===== src/rtl/frv_rng_pool_pkg.sv =====
// Shared definitions for the FRV RNG interface unit: request opcodes and status codes.
package frv_rng_pool_pkg;

    // One-hot request opcodes presented by the execute stage.
    localparam logic [2:0] RNG_IF_SEED = 3'b001;
    localparam logic [2:0] RNG_IF_SAMP = 3'b010;
    localparam logic [2:0] RNG_IF_TEST = 3'b100;

    // Three-state RNG interface status, also used as the FSM state encoding.
    typedef enum logic [2:0] {
        RNG_IF_STAT_NO_INIT = 3'b000,
        RNG_IF_INIT_NO_ENTR = 3'b100,
        RNG_IF_INIT_HEALTHY = 3'b101
    } rng_status_t;

endpackage


===== src/rtl/frv_rng_pool_if.sv =====
// Request/response channel between the execute stage (master) and the RNG pool (slave).
interface frv_rng_pool_if
    import frv_rng_pool_pkg::*;
#(
    parameter int XLEN = 32
) ();

    logic              req_valid;
    logic              req_ready;
    logic [2:0]        req_op;
    logic [XLEN-1:0]   req_data;
    logic              rsp_valid;
    logic              rsp_ready;
    rng_status_t       rsp_status;
    logic [XLEN-1:0]   rsp_data;

    modport master (
        output req_valid, req_op, req_data, rsp_ready,
        input  req_ready, rsp_valid, rsp_status, rsp_data
    );

    modport slave (
        input  req_valid, req_op, req_data, rsp_ready,
        output req_ready, rsp_valid, rsp_status, rsp_data
    );

endinterface


===== src/rtl/frv_rng_fifo.sv =====
// Small power-of-two FIFO holding conditioned random words; head entry is read combinationally.
module frv_rng_fifo #(
    parameter int DEPTH = 4,
    parameter int XLEN  = 32
) (
    input  logic                       g_clk,
    input  logic                       g_resetn,
    input  logic                       push,
    input  logic                       pop,
    input  logic                       flush,
    input  logic [XLEN-1:0]            wdata,
    output logic [XLEN-1:0]            rdata,
    output logic                       full,
    output logic                       empty,
    output logic [$clog2(DEPTH):0]     count
);

    localparam int AW = $clog2(DEPTH);

    logic [XLEN-1:0] mem [DEPTH];
    logic [AW-1:0]   wr_ptr;
    logic [AW-1:0]   rd_ptr;
    logic            do_push;
    logic            do_pop;

    assign full    = (count == (AW+1)'(DEPTH));
    assign empty   = (count == '0);
    assign do_pop  = pop && !empty;
    assign do_push = push && (!full || do_pop);
    assign rdata   = mem[rd_ptr];

    // Storage array; a full FIFO may still accept a word when the head leaves in the same cycle.
    always_ff @(posedge g_clk) begin
        if (do_push && !flush) begin
            mem[wr_ptr] <= wdata;
        end
    end

    // Pointer and occupancy tracking; flush wins over any push or pop.
    always_ff @(posedge g_clk) begin
        if (!g_resetn || flush) begin
            wr_ptr <= '0;
            rd_ptr <= '0;
            count  <= '0;
        end else begin
            if (do_push) begin
                wr_ptr <= wr_ptr + AW'(1);
            end
            if (do_pop) begin
                rd_ptr <= rd_ptr + AW'(1);
            end
            if (do_push && !do_pop) begin
                count <= count + (AW+1)'(1);
            end else if (do_pop && !do_push) begin
                count <= count - (AW+1)'(1);
            end
        end
    end

endmodule


===== src/rtl/frv_rng_pool.sv =====
// RNG interface unit: conditions raw entropy through a Galois LFSR, pools completed
// words and answers SEED / SAMP / TEST requests with a one-cycle registered response.
module frv_rng_pool
    import frv_rng_pool_pkg::*;
#(
    parameter int              XLEN   = 32,
    parameter int              DEPTH  = 4,
    parameter int              THRESH = 2,
    parameter logic [XLEN-1:0] TAPS   = 32'h80200003
) (
    input  logic               g_clk,
    input  logic               g_resetn,
    frv_rng_pool_if.slave      bus,
    input  logic               ent_valid,
    input  logic               ent_bit
);

    localparam int BW = $clog2(XLEN);
    localparam int CW = $clog2(DEPTH) + 1;
    localparam logic [CW-1:0] THRESH_C = CW'(THRESH);

    rng_status_t     state;
    rng_status_t     status_next;
    logic [XLEN-1:0] lfsr;
    logic [XLEN-1:0] lfsr_step;
    logic [XLEN-1:0] seed_mix;
    logic [XLEN-1:0] seed_val;
    logic [XLEN-1:0] pool_head;
    logic [BW-1:0]   bitcnt;
    logic [CW-1:0]   count;
    logic [CW-1:0]   count_next;
    logic            full;
    logic            empty;
    logic            accept;
    logic            is_seed;
    logic            is_samp;
    logic            word_done;
    logic            step;
    logic            push;
    logic            pop;

    assign bus.req_ready = !bus.rsp_valid || bus.rsp_ready;

    // Decode the accepted request, the fill step, pool traffic and the resulting status.
    always_comb begin
        accept      = bus.req_valid && bus.req_ready;
        is_seed     = accept && (bus.req_op == RNG_IF_SEED);
        is_samp     = accept && (bus.req_op == RNG_IF_SAMP);
        pop         = is_samp && (state == RNG_IF_INIT_HEALTHY) && !empty;
        word_done   = (bitcnt == BW'(XLEN - 1));
        step        = (state != RNG_IF_STAT_NO_INIT) && ent_valid && !is_seed
                      && !(word_done && full && !pop);
        push        = step && word_done;
        lfsr_step   = {lfsr[XLEN-2:0], 1'b0} ^ (lfsr[XLEN-1] ? TAPS : '0)
                      ^ {{(XLEN-1){1'b0}}, ent_bit};
        seed_mix    = lfsr ^ bus.req_data;
        seed_val    = (seed_mix == '0) ? {{(XLEN-1){1'b0}}, 1'b1} : seed_mix;
        count_next  = count;
        if (push && !pop) begin
            count_next = count + CW'(1);
        end else if (pop && !push) begin
            count_next = count - CW'(1);
        end
        status_next = state;
        if (is_seed) begin
            status_next = RNG_IF_INIT_NO_ENTR;
        end else if (state != RNG_IF_STAT_NO_INIT) begin
            status_next = (count_next >= THRESH_C) ? RNG_IF_INIT_HEALTHY : RNG_IF_INIT_NO_ENTR;
        end
    end

    frv_rng_fifo #(
        .DEPTH (DEPTH),
        .XLEN  (XLEN)
    ) u_fifo (
        .g_clk    (g_clk),
        .g_resetn (g_resetn),
        .push     (push),
        .pop      (pop),
        .flush    (is_seed),
        .wdata    (lfsr_step),
        .rdata    (pool_head),
        .full     (full),
        .empty    (empty),
        .count    (count)
    );

    // Status FSM together with the LFSR and bit counter it gates.
    always_ff @(posedge g_clk) begin
        if (!g_resetn) begin
            state  <= RNG_IF_STAT_NO_INIT;
            lfsr   <= '0;
            bitcnt <= '0;
        end else begin
            state <= status_next;
            if (is_seed) begin
                lfsr   <= seed_val;
                bitcnt <= '0;
            end else if (step) begin
                lfsr   <= lfsr_step;
                bitcnt <= bitcnt + BW'(1);
            end
        end
    end

    // Response register: loaded on accept, held until the execute stage consumes it.
    always_ff @(posedge g_clk) begin
        if (!g_resetn) begin
            bus.rsp_valid  <= 1'b0;
            bus.rsp_status <= RNG_IF_STAT_NO_INIT;
            bus.rsp_data   <= '0;
        end else if (accept) begin
            bus.rsp_valid <= 1'b1;
            if (is_seed) begin
                bus.rsp_status <= RNG_IF_INIT_NO_ENTR;
                bus.rsp_data   <= '0;
            end else if (pop) begin
                bus.rsp_status <= status_next;
                bus.rsp_data   <= pool_head;
            end else begin
                bus.rsp_status <= state;
                bus.rsp_data   <= '0;
            end
        end else if (bus.rsp_ready) begin
            bus.rsp_valid <= 1'b0;
        end
    end

endmodule


===== src/flat_wrapper.sv =====
// flat-port wrapper written by rule: the top's interface ports become plain ports
module frv_rng_pool_flat import frv_rng_pool_pkg::*;
#(
    parameter int              XLEN   = 32,
    parameter int              DEPTH  = 4,
    parameter int              THRESH = 2,
    parameter logic [XLEN-1:0] TAPS   = 32'h80200003
)
  (g_clk, g_resetn, ent_valid, ent_bit, bus_req_valid, bus_req_op, bus_req_data, bus_rsp_ready, bus_req_ready, bus_rsp_valid, bus_rsp_status, bus_rsp_data);
  frv_rng_pool_if #(.XLEN(XLEN)) bus_i ();
  input  logic g_clk;
  input  logic g_resetn;
  input  logic ent_valid;
  input  logic ent_bit;
  input wire logic [$bits(bus_i.req_valid)-1:0] bus_req_valid;
  input wire logic [$bits(bus_i.req_op)-1:0] bus_req_op;
  input wire logic [$bits(bus_i.req_data)-1:0] bus_req_data;
  input wire logic [$bits(bus_i.rsp_ready)-1:0] bus_rsp_ready;
  output wire logic [$bits(bus_i.req_ready)-1:0] bus_req_ready;
  output wire logic [$bits(bus_i.rsp_valid)-1:0] bus_rsp_valid;
  output wire logic [$bits(bus_i.rsp_status)-1:0] bus_rsp_status;
  output wire logic [$bits(bus_i.rsp_data)-1:0] bus_rsp_data;
  assign bus_i.req_valid = bus_req_valid;
  assign bus_i.req_op = bus_req_op;
  assign bus_i.req_data = bus_req_data;
  assign bus_i.rsp_ready = bus_rsp_ready;
  assign bus_req_ready = bus_i.req_ready;
  assign bus_rsp_valid = bus_i.rsp_valid;
  assign bus_rsp_status = bus_i.rsp_status;
  assign bus_rsp_data = bus_i.rsp_data;
  frv_rng_pool #(.XLEN(XLEN), .DEPTH(DEPTH), .THRESH(THRESH), .TAPS(TAPS)) u_core (.g_clk(g_clk), .g_resetn(g_resetn), .bus(bus_i), .ent_valid(ent_valid), .ent_bit(ent_bit));
endmodule

===== config.mk =====
export PLATFORM = sky130hd
export DESIGN_NAME = frv_rng_pool_flat
export DESIGN_NICKNAME = d
export VERILOG_FILES = /design/src/rtl/frv_rng_pool_pkg.sv /design/src/rtl/frv_rng_pool_if.sv /design/src/rtl/frv_rng_fifo.sv /design/src/rtl/frv_rng_pool.sv /design/src/flat_wrapper.sv
export SDC_FILE = /design/constraint.sdc
export NUM_CORES = 1
export LEC_CHECK = 0
export ABC_AREA = 1
export CORE_MARGIN = 2
export CORE_UTILIZATION = 50
export DETAILED_ROUTE_END_ITERATION = 10
export GPL_TIMING_DRIVEN = 0
export PLACE_DENSITY = 0.75
export SLEW_MARGIN = 5
export SYNTH_ARGS = -nofsm -noshare
export SYNTH_HDL_FRONTEND = slang
export SYNTH_SLANG_ARGS = --single-unit

===== constraint.sdc =====
create_clock -name g_clk -period 2.9 [get_ports g_clk]
set_clock_uncertainty 0.05 [all_clocks]
set_input_delay 0.58 -clock g_clk [delete_from_list [all_inputs] [get_ports g_clk]]
set_output_delay 0.58 -clock g_clk [all_outputs]
set_load 0.01 [all_outputs]

==> metrics.md, run 1 <==
| Metric | Value |
|---|---|
| Starting Density | `51.24%` |
| Share of cells above drive strength 1 | `7.285%` |
| Flops & latches, synth | `213` |
| Crit-path slowest cell | `nor2_4` |
| Initial antenna violation count | `0` |
| Sequential group share of total power | `48.8%` |
| Area of the multi-input gates | `2983 um^2` |
| Critical path type | `flip-flop to flip-flop` |
| Hold slack | `0.4120 ns` |
| Post-synthesis simple-gate area fraction | `16.40%` |
| Fraction of the mapped netlist area in adder cells | `1.407%` |
| Max VDD drop | `0.4789 mV` |
| Nets@finish | `1,037` |
| CP Max Fanout | `20` |
| Switching Share | `21.37%` |
| WL final | `20.98 mm` |
| Sequential share of the synthesized area | `62.35%` |
| Top cells by area, synth | `edfxtp_1 43%, dfxtp_1 19%, nand2_1 6.9%, nor2_1 5.5%, o32ai_1 3.2%` |
| Max stage delay on crit path | `0.53 ns` |
| Worst reg2reg setup slack | `0.23 ns` |
| # resized after CTS | `0` |
| Row count | `48` |
| Worst Tran Pin Value | `0.6972 ns` |
| Synth Net Count | `932` |
| Tmin final | `2.667 ns` |
| Worst Setup Start Kind | `flip-flop` |
| H-tree Lvls | `1` |
| Area share of xor/xnor cells in the synthesized design | `3.250%` |
| Routed vias | `6,746` |
| Main synth FF type | `edfxtp_1` |
| FFs w/ async S/R, synth | `0%` |
| DR WL/cell | `17.10 um` |
| Via-to-Cell Ratio | `5.498` |
| Most used routing layer | `met2` |
| Logic gate share of total power | `5.7%` |
| Synth area leader | `edfxtp_1` |
| Count of cell types in the netlist | `37` |
| Fin crit share | `91.95%` |
| Ys Warns | `0` |
| Io pins | `78` |
| Mapped Avg Cell Area | `10.09 um^2` |
| Dpl hpwl | `14.04 mm` |
| Cell-internal power | `5.431 mW` |
| Worst skew pair latency | `0.50 ns` |
| First-pass GRT wire length | `32.50 mm` |
| GRT Total Usage | `22.58%` |
| Port bufs | `77` |
| Detailed Route Iter0 Violations | `548` |
| Yosys top cell area share | `43.22%` |
| Dpl ws | `-0.2033 ns` |
| Crit path top cell by count | `ha_1` |
| N_diodes | `0` |
| Post-synth EDFFs | `128` |
| RSZ-0062 raised after global routing | `no` |
| Area delta synth->final | `22.44%` |
| CTS Buffer Depth | `3` |
| CP required | `3.04 ns` |
| Worst EP arrival | `2.81 ns` |
| Status | `finished, final reports clean` |
| GRT overflow | `0` |
| Syn Inst Count | `881` |
| Antenna viol nets, final | `0` |
| Most frequent cells in the layout | `164 x nand2_1, 128 x edfxtp_1, 126 x nor2_1, 85 x dfxtp_1, 77 x clkdlybuf4s50_1` |
| CTS buffer count | `22` |
| Die area | `18,870 um^2` |
| Die Height | `137.4 um` |
| Clock power frac | `45.5%` |
| Critical Path End Type | `flip-flop` |
| M1 GR Usage | `28.96%` |
| Register area | `5545 um^2` |
| Worst hold path type | `flip-flop to flip-flop` |
| Clock Pin Slew Worst Setup and Hold Paths | `0.06 ns` |
| Fill cells | `1,429` |
| Combinational family with the most area after synthesis | `simple AND/OR/NAND/NOR gates` |
| Number of global-route vias before repair | `6,349` |
| P_sw | `1.476 mW` |
| Hold buffer count at cts | `0` |
| Worst path buffer plus inverter count | `2` |
| Slew Limit Fails | `0` |
| Most common cell after layout, fill and taps aside | `nand2_1` |
| CORE AREA | `17,360 um^2` |
| Crit path max-delay family | `simple AND/OR/NAND/NOR gates` |
| Max-Slew Margin vs Limit | `53.52%` |
| Final worst setup slack | `0.2334 ns` |
| Power per cell area | `634.4 nW/um^2` |
| Remaining DRCs | `0` |
| Max_cap viols | `0` |
| CTS Root Cell | `clkbuf_16` |
| Max Clk Rate | `375.0 MHz` |
| CTS sink count | `213` |
| Detailed Routing Iterations Pass 1 | `5` |
| GPL Wtd Cong | `0.8657` |
| GR Util met3 | `3.348%` |
| Setup Viol. Count Final | `0` |
| Post-synthesis instance area | `8894 um^2` |
| Critical path cell sequence | `ha_1 -> inv_1 -> nor2_1 -> ha_1 -> and3_2 -> nand2_4 -> nand3_2 -> nor2_4 -> buf_16` |
| CTS tree | `done` |
| Pleak | `3.768 nW` |
| Met2 usage | `39.88%` |
| Setup Fix Bufs, Post-CTS | `0` |
| Die Wd | `137.4 um` |
| Synth Area in Compound Gates | `12.10%` |
| Multiplexer share of the synthesized area | `0%` |
| Final Hold Viols | `0` |
| Pin count of the biggest net entering global routing | `27` |
-- stage by stage --
step                      utilization, %  area (um^2)  TNS [ns]  power [mW]  instances
final                              62.74        10890         0       6.908       1227
after floorplan                        -         8894    -33.38       3.642        881
after detailed placement           58.02        10070    -11.64       3.819       1187
after global placement             57.30         9946   -244.46       3.806       1183
after global routing               62.74        10890         0       7.105       1227
after CTS                          62.74        10890         0       6.927       1227
-- registers in the layout (all words and copies together) (netlist names), named ones only --
signal and count:
u_core.state 3, u_core.bus.rsp_valid 1, u_core.u_fifo.wr_ptr 2, u_core.u_fifo.rd_ptr 2, u_core.u_fifo.count 3, u_core.u_fifo.mem 128
u_core.bus.rsp_data 32, u_core.bus.rsp_status 3, u_core.lfsr 32, u_core.bitcnt 5
-- power groups by stage --
stage / clock (mW) / sequential, mW / combinational (mW)
after global placement: 0 / 3.43 / 0.378
after CTS: 3.17 / 3.37 / 0.389
after global routing: 3.29 / 3.38 / 0.433
final: 3.14 / 3.37 / 0.394
after detailed placement: 0 / 3.43 / 0.386
after floorplan: 0 / 3.40 / 0.238
-- final timing paths --
path,start,end,cells after the start
worst min register to register,u_core.bus.rsp_data[29],u_core.bus.rsp_data[29],2
worst min-delay path,u_core.bus.rsp_data[29],u_core.bus.rsp_data[29],2
worst max-delay path,u_core.bitcnt[0],u_core.u_fifo.mem[1][18],9
worst max register to register,u_core.bitcnt[0],u_core.u_fifo.mem[1][18],9
-- per-layer routing --
| metal | part of all wire [%] | routed length, um |
|---|---|---|
| met2 | 50 | 10570 |
| met3 | 7.4 | 1559 |
| met5 | 0 | 0 |
| met1 | 40 | 8434 |
| met4 | 2.0 | 413 |
-- worst reg2reg max path, cell delays in order, from the launching register on --
cell     delay (ns)
dfxtp_1        0.33
ha_1           0.20
inv_1          0.08
nor2_1         0.05
ha_1           0.24
and3_2         0.23
nand2_4        0.11
nand3_2        0.28
nor2_4         0.53
buf_16         0.24
-- layout make-up --
| type | count | share of cell area (%) |
|---|---|---|
| Buffer | 47 | 1.850 |
| Clock buffer | 24 | 5.320 |
| Clock inverter | 16 | 2.195 |
| Inverter | 51 | 1.781 |
| Multi-Input combinational cell | 570 | 27.39 |
| Sequential cell | 213 | 50.92 |
| Tap cell | 225 | 2.585 |
| Timing Repair Buffer | 81 | 7.951 |
-- cell usage after synthesis (3+ instances only) --
master	n
nand2_1	164
nor2_1	130
edfxtp_1	128
dfxtp_1	85
o21ai_0	51
a21oi_1	48
inv_1	46
clkbuf_1	37
o32ai_1	32
a31oi_1	28
xnor2_1	25
or2_1	18
o21ai_1	17
nand3_1	15
ha_1	10
xor2_1	8
buf_2	5
nand2_4	4
buf_4	3
or2_2	3
-- cells by family (layout without fill, tap and decap cells) --
| group | count (synthesis) | count (layout) |
|---|---|---|
| and+or+nand+nor | 345 | 345 |
| DFF | 213 | 213 |
| AOI/OAI and AO/OA | 181 | 181 |
| buffers and inverters | 98 | 219 |
| xor gates and xnor gates | 33 | 33 |
| adders and majority gates | 10 | 10 |
| other | 1 | 1 |
Note: power is estimated with default switching activity, not from simulation.
==> run 2: changes to the inputs <==
- CORE_UTILIZATION: 50 -> 45
- PLACE_DENSITY: 0.75 -> 0.69
==> run 2 against run 1 <==
Wire length increased by 0.36%; largest power group unchanged; power increased by 1.9%; hold slack improved by 0.00052 ns; sequential cell count unchanged; sequential power about the same; maximum frequency increased by 1.2%; die area increased by 11%; worst setup slack improved by 0.030 ns; sequential share of layout area decreased by 0.40 points; combinational power about the same; critical path depth unchanged; clock power increased by 4%.
==> metrics.md, run 2 (same netlist as run 1, synthesis figures left out) <==
| Metric | Value |
|---|---|
| Status | `finished, final reports clean` |
| Number of global-route vias before repair | `6,157` |
| # resized after CTS | `0` |
| Most common cell after layout, fill and taps aside | `nand2_1` |
| GPL Wtd Cong | `0.8488` |
| Switching Share | `21.53%` |
| CTS tree | `done` |
| Clock Pin Slew Worst Setup and Hold Paths | `0.06 ns` |
| CTS buffer count | `22` |
| Detailed Route Iter0 Violations | `442` |
| Setup Fix Bufs, Post-CTS | `0` |
| DR WL/cell | `16.62 um` |
| Dpl hpwl | `14.18 mm` |
| GRT Total Usage | `20.31%` |
| Cell-internal power | `5.525 mW` |
| Top Registers | `u_core.u_fifo.mem: 128 flops, u_core.bus.rsp_data: 32 flops, u_core.lfsr: 32 flops` |
| Routed vias | `6,538` |
| First-pass GRT wire length | `32.69 mm` |
| Area of the multi-input gates | `2983 um^2` |
| CP required | `3.05 ns` |
| Max FFs per register | `128` |
| Starting Density | `45.85%` |
| H-tree Lvls | `1` |
| Power per cell area | `641.5 nW/um^2` |
| Critical path type | `flip-flop to flip-flop` |
| Antenna viol nets, final | `0` |
| Area delta synth->final | `23.41%` |
| Register area | `5545 um^2` |
| Detailed Routing Iterations Pass 1 | `5` |
| Logic gate share of total power | `5.6%` |
| CORE AREA | `19,400 um^2` |
| Worst EP arrival | `2.79 ns` |
| Worst Setup Start Kind | `flip-flop` |
| RSZ-0062 raised after global routing | `no` |
| Tmin final | `2.636 ns` |
| WL final | `21.05 mm` |
| CP Max Fanout | `20` |
| CTS sink count | `213` |
| Dpl ws | `-0.2114 ns` |
| Hold slack | `0.4125 ns` |
| Io pins | `78` |
| Worst Tran Pin Value | `0.6912 ns` |
| Initial antenna violation count | `0` |
| Die area | `20,900 um^2` |
| Slew Limit Fails | `0` |
| Post-route cell area | `10,980 um^2` |
| Most frequent cells in the layout | `164 x nand2_1, 128 x edfxtp_1, 126 x nor2_1, 85 x dfxtp_1, 77 x clkdlybuf4s50_1` |
| Clock power frac | `46.6%` |
| Area after DPL | `10,120 um^2` |
| Hold buffer count at cts | `0` |
| Pin count of the biggest net entering global routing | `22` |
| Row count | `51` |
| Max Clk Rate | `379.3 MHz` |
| Worst skew pair latency | `0.51 ns` |
| Port bufs | `77` |
| GRT overflow | `0` |
| Critical Path End Type | `flip-flop` |
| Worst hold path type | `flip-flop to flip-flop` |
| CTS Root Cell | `clkbuf_16` |
| Nets@finish | `1,037` |
| Setup Viol. Count Final | `0` |
| Share of cells above drive strength 1 | `7.485%` |
| N_diodes | `0` |
| Fin crit share | `90.91%` |
| Die Wd | `144.6 um` |
| Max_cap viols | `0` |
| Remaining DRCs | `0` |
| Max-Slew Margin vs Limit | `53.92%` |
| Fill cells | `1,702` |
| P_sw | `1.516 mW` |
| Via-to-Cell Ratio | `5.160` |
| Final worst setup slack | `0.2638 ns` |
| Pleak | `3.787 nW` |
| CTS Buffer Depth | `3` |
| Sequential group share of total power | `47.9%` |
| Largest register by flop count | `u_core.u_fifo.mem` |
| Die Height | `144.6 um` |
| Final Hold Viols | `0` |
| Max VDD drop | `0.4348 mV` |
[run 2: cell count changes in the layout (fill, tap and decap cells not counted)]
cell and change:
inv_6 -1, clkinv_1 -1, clkinvlp_4 -1, clkinv_2 -1, clkbuf_1 -1, clkinv_4 +4
bufinv_16 +1
[run 2: critical path, stage by stage, from the launching register on]
cell and delay [ns]:
dfxtp_1 0.33, ha_1 0.19, inv_1 0.08, nor2_1 0.06, ha_1 0.24, and3_2 0.23
nand2_4 0.11, nand3_2 0.27, nor2_4 0.53, buf_16 0.24
[run 2: layout make-up]
type	instances	area share (%)
flip-flops and latches	213	50.52
multi-input cells	570	27.18
repair buffers	81	7.889
clock buffers	23	5.244
well taps	265	3.021
clock inverters	17	2.542
plain buffers	47	1.835
inverters	51	1.767
[run 2: routing by layer]
metal  share of wire, %  wire length (um)  vias up  GRT usage, %
li1                   -                 -     3231             -
met1                 41              8696     3068         26.55
met2                 50             10510      214         35.20
met3                7.2              1512       25         3.477
met5                  0                 0        -             0
met4                1.6               328        0         5.212
[run 2: path summary, 6_finish.rpt]
kind,startpoint,to,slack [ns],depth (start not counted)
worst min register to register,u_core.bus.rsp_data[13],u_core.bus.rsp_data[13],0.41,2
worst max-delay path,u_core.bitcnt[0],u_core.u_fifo.mem[3][26],0.26,9
worst min-delay path,u_core.bus.rsp_data[13],u_core.bus.rsp_data[13],0.41,2
worst max register to register,u_core.bitcnt[0],u_core.u_fifo.mem[3][26],0.26,9
[run 2: power by group through the flow]
stage	Sequential, mW	Combinational (mW)	Clock, mW
floorplan	3.40	0.238	0
global placement	3.43	0.379	0
detailed placement	3.43	0.387	0
CTS	3.37	0.389	3.32
global route	3.38	0.429	3.46
finish	3.37	0.391	3.28
[run 2: through the flow]
step                      std cells  total power, mW  TNS [ns]  util [%]
after floorplan                 881            3.642    -33.38         -
after global placement         1223            3.809   -249.54     51.53
after detailed placement       1227            3.820    -14.48     52.17
after CTS                      1267            7.075         0     56.58
after global routing           1267            7.264         0     56.58
final                          1267            7.041         0     56.58
==> run 3: changes to the inputs <==
- PLACE_DENSITY: 0.69 -> 0.67
- SLEW_MARGIN: 5 -> not set
- clock period: 2.9 -> 3.25 ns (I/O delays scaled with it)
==> run 3 against run 2 <==
Sequential cell count unchanged; via count increased by 1.6%; clock-buffer cell count increased by 1; critical path depth did not move; maximum frequency decreased by 2.2%; critical endpoint is now u_core.u_fifo.mem[3][15].
==> metrics.md, run 3 (same netlist as run 1, synthesis figures left out) <==
| Metric | Value |
|---|---|
| Status | `finished, final reports clean` |
| CTS Buffer Depth | `3` |
| GRT overflow | `0` |
| Max_cap viols | `0` |
| Detailed Route Iter0 Violations | `492` |
| Final worst setup slack | `0.5551 ns` |
| Max FFs per register | `128` |
| Setup Viol. Count Final | `0` |
| Dpl ws | `0.009082 ns` |
| CTS sink count | `213` |
| GPL Wtd Cong | `0.8362` |
| Max Clk Rate | `371.1 MHz` |
| Power per cell area | `551.6 nW/um^2` |
| CP required | `3.42 ns` |
| Final Hold Viols | `0` |
| Area after DPL | `10,110 um^2` |
| Nets@finish | `1,038` |
| # resized after CTS | `0` |
| Clock Pin Slew Worst Setup and Hold Paths | `0.06 ns` |
| Number of global-route vias before repair | `6,364` |
| WL final | `21.27 mm` |
| Most frequent cells in the layout | `164 x nand2_1, 128 x edfxtp_1, 126 x nor2_1, 85 x dfxtp_1, 77 x clkdlybuf4s50_1` |
| Max VDD drop | `0.4681 mV` |
| Antenna viol nets, final | `0` |
| Most common cell after layout, fill and taps aside | `nand2_1` |
| Setup Fix Bufs, Post-CTS | `0` |
| Starting Density | `45.85%` |
| Tmin final | `2.695 ns` |
| Total power | `6.002 mW` |
| Worst skew pair latency | `0.52 ns` |
| CTS Root Cell | `clkbuf_16` |
| GRT Total Usage | `20.80%` |
| Routed vias | `6,643` |
| Pleak | `3.745 nW` |
| Critical Path End Type | `flip-flop` |
| CP Max Fanout | `19` |
| Worst Setup Start Kind | `flip-flop` |
| Worst hold path type | `flip-flop to flip-flop` |
| Post-route cell area | `10,880 um^2` |
| Share of cells above drive strength 1 | `7.371%` |
| CTS tree | `done` |
| Worst EP arrival | `2.86 ns` |
| Critical path type | `flip-flop to flip-flop` |
| Worst Tran Pin Value | `0.6813 ns` |
| Top Registers | `u_core.u_fifo.mem: 128 flops, u_core.bus.rsp_data: 32 flops, u_core.lfsr: 32 flops` |
| Slew Limit Fails | `0` |
| Hold buffer count at cts | `0` |
| Via-to-Cell Ratio | `5.235` |
| RSZ-0062 raised after global routing | `no` |
| CORE AREA | `19,400 um^2` |
| Setup total negative slack | `0 ns` |
| Max-Slew Margin vs Limit | `54.58%` |
| CTS buffer count | `23` |
| Port bufs | `77` |
| Row count | `51` |
| Die area | `20,900 um^2` |
| Fin crit share | `82.92%` |
| Pin count of the biggest net entering global routing | `28` |
| Layout Utilization | `56.10%` |
| Die Wd | `144.6 um` |
| Remaining DRCs | `0` |
| DR WL/cell | `16.76 um` |
| Largest register by flop count | `u_core.u_fifo.mem` |
| Area delta synth->final | `22.36%` |
| N_diodes | `0` |
| Io pins | `78` |
| Detailed Routing Iterations Pass 1 | `5` |
| Die Height | `144.6 um` |
| Dpl hpwl | `14.21 mm` |
| First-pass GRT wire length | `33.39 mm` |
| H-tree Lvls | `1` |
| Initial antenna violation count | `0` |
[run 3: cell types whose count changed in the layout (fill, tap and decap cells not counted), sizes merged]
| cell | delta |
|---|---|
| clkinvlp | +1 |
| bufinv | -4 |
| clkinv | +1 |
| clkbuf | +1 |
| inv | +3 |
[run 3: path summary, 6_finish.rpt]
path	slack, ns	cells past startpoint	to	startpoint
hold reg to reg	0.41	2	u_core.bus.rsp_data[16]	u_core.bus.rsp_data[16]
setup / recovery	0.56	9	u_core.u_fifo.mem[3][15]	u_core.bitcnt[0]
hold / removal	0.41	2	u_core.bus.rsp_data[16]	u_core.bus.rsp_data[16]
setup reg to reg	0.56	9	u_core.u_fifo.mem[3][15]	u_core.bitcnt[0]
[run 3: layer usage]
metal,GRT usage [%],part of all wire [%],vias to the layer above
li1,-,-,3238
met1,27.16,42,3162
met5,0,0,-
met2,36.39,50,203
met4,5.570,1.9,0
met3,2.980,5.7,40
[run 3: critical path, cell delays in order, from the launching register on]
cell and delay (ns):
dfxtp_1 0.33, ha_1 0.20, inv_1 0.08, nor2_1 0.06
ha_1 0.24, and3_2 0.23, nand2_4 0.10, nand3_2 0.28
nor2_4 0.56, buf_16 0.25
[run 3: per-stage QoR]
step,hold slack (ns),cells
after CTS,0.4164,1269
after floorplan,0.3889,881
after global routing,0.4258,1269
after global placement,0.4026,1223
final,0.4123,1269
after detailed placement,0.4057,1227
[run 3: power breakdown]
part / total (mW) / switching [mW] / leakage [nW] / internal, mW
logic: 0.351 / 0.203 / 1.53 / 0.148
registers: 3.01 / 0.0778 / 1.84 / 2.93
clock network: 2.64 / 1.08 / 0.373 / 1.56
[run 3: layout make-up]
| cell class | instances | area [um^2] |
|---|---|---|
| repair buffers | 81 | 858.3 |
| plain buffers | 47 | 201.4 |
| multi-input cells | 570 | 2983 |
| fillers | 1708 | 8517 |
| flip-flops and latches | 213 | 5545 |
| well taps | 265 | 331.6 |
| inverters | 51 | 193.9 |
| clock buffers | 24 | 589.3 |
| clock inverters | 18 | 178.9 |
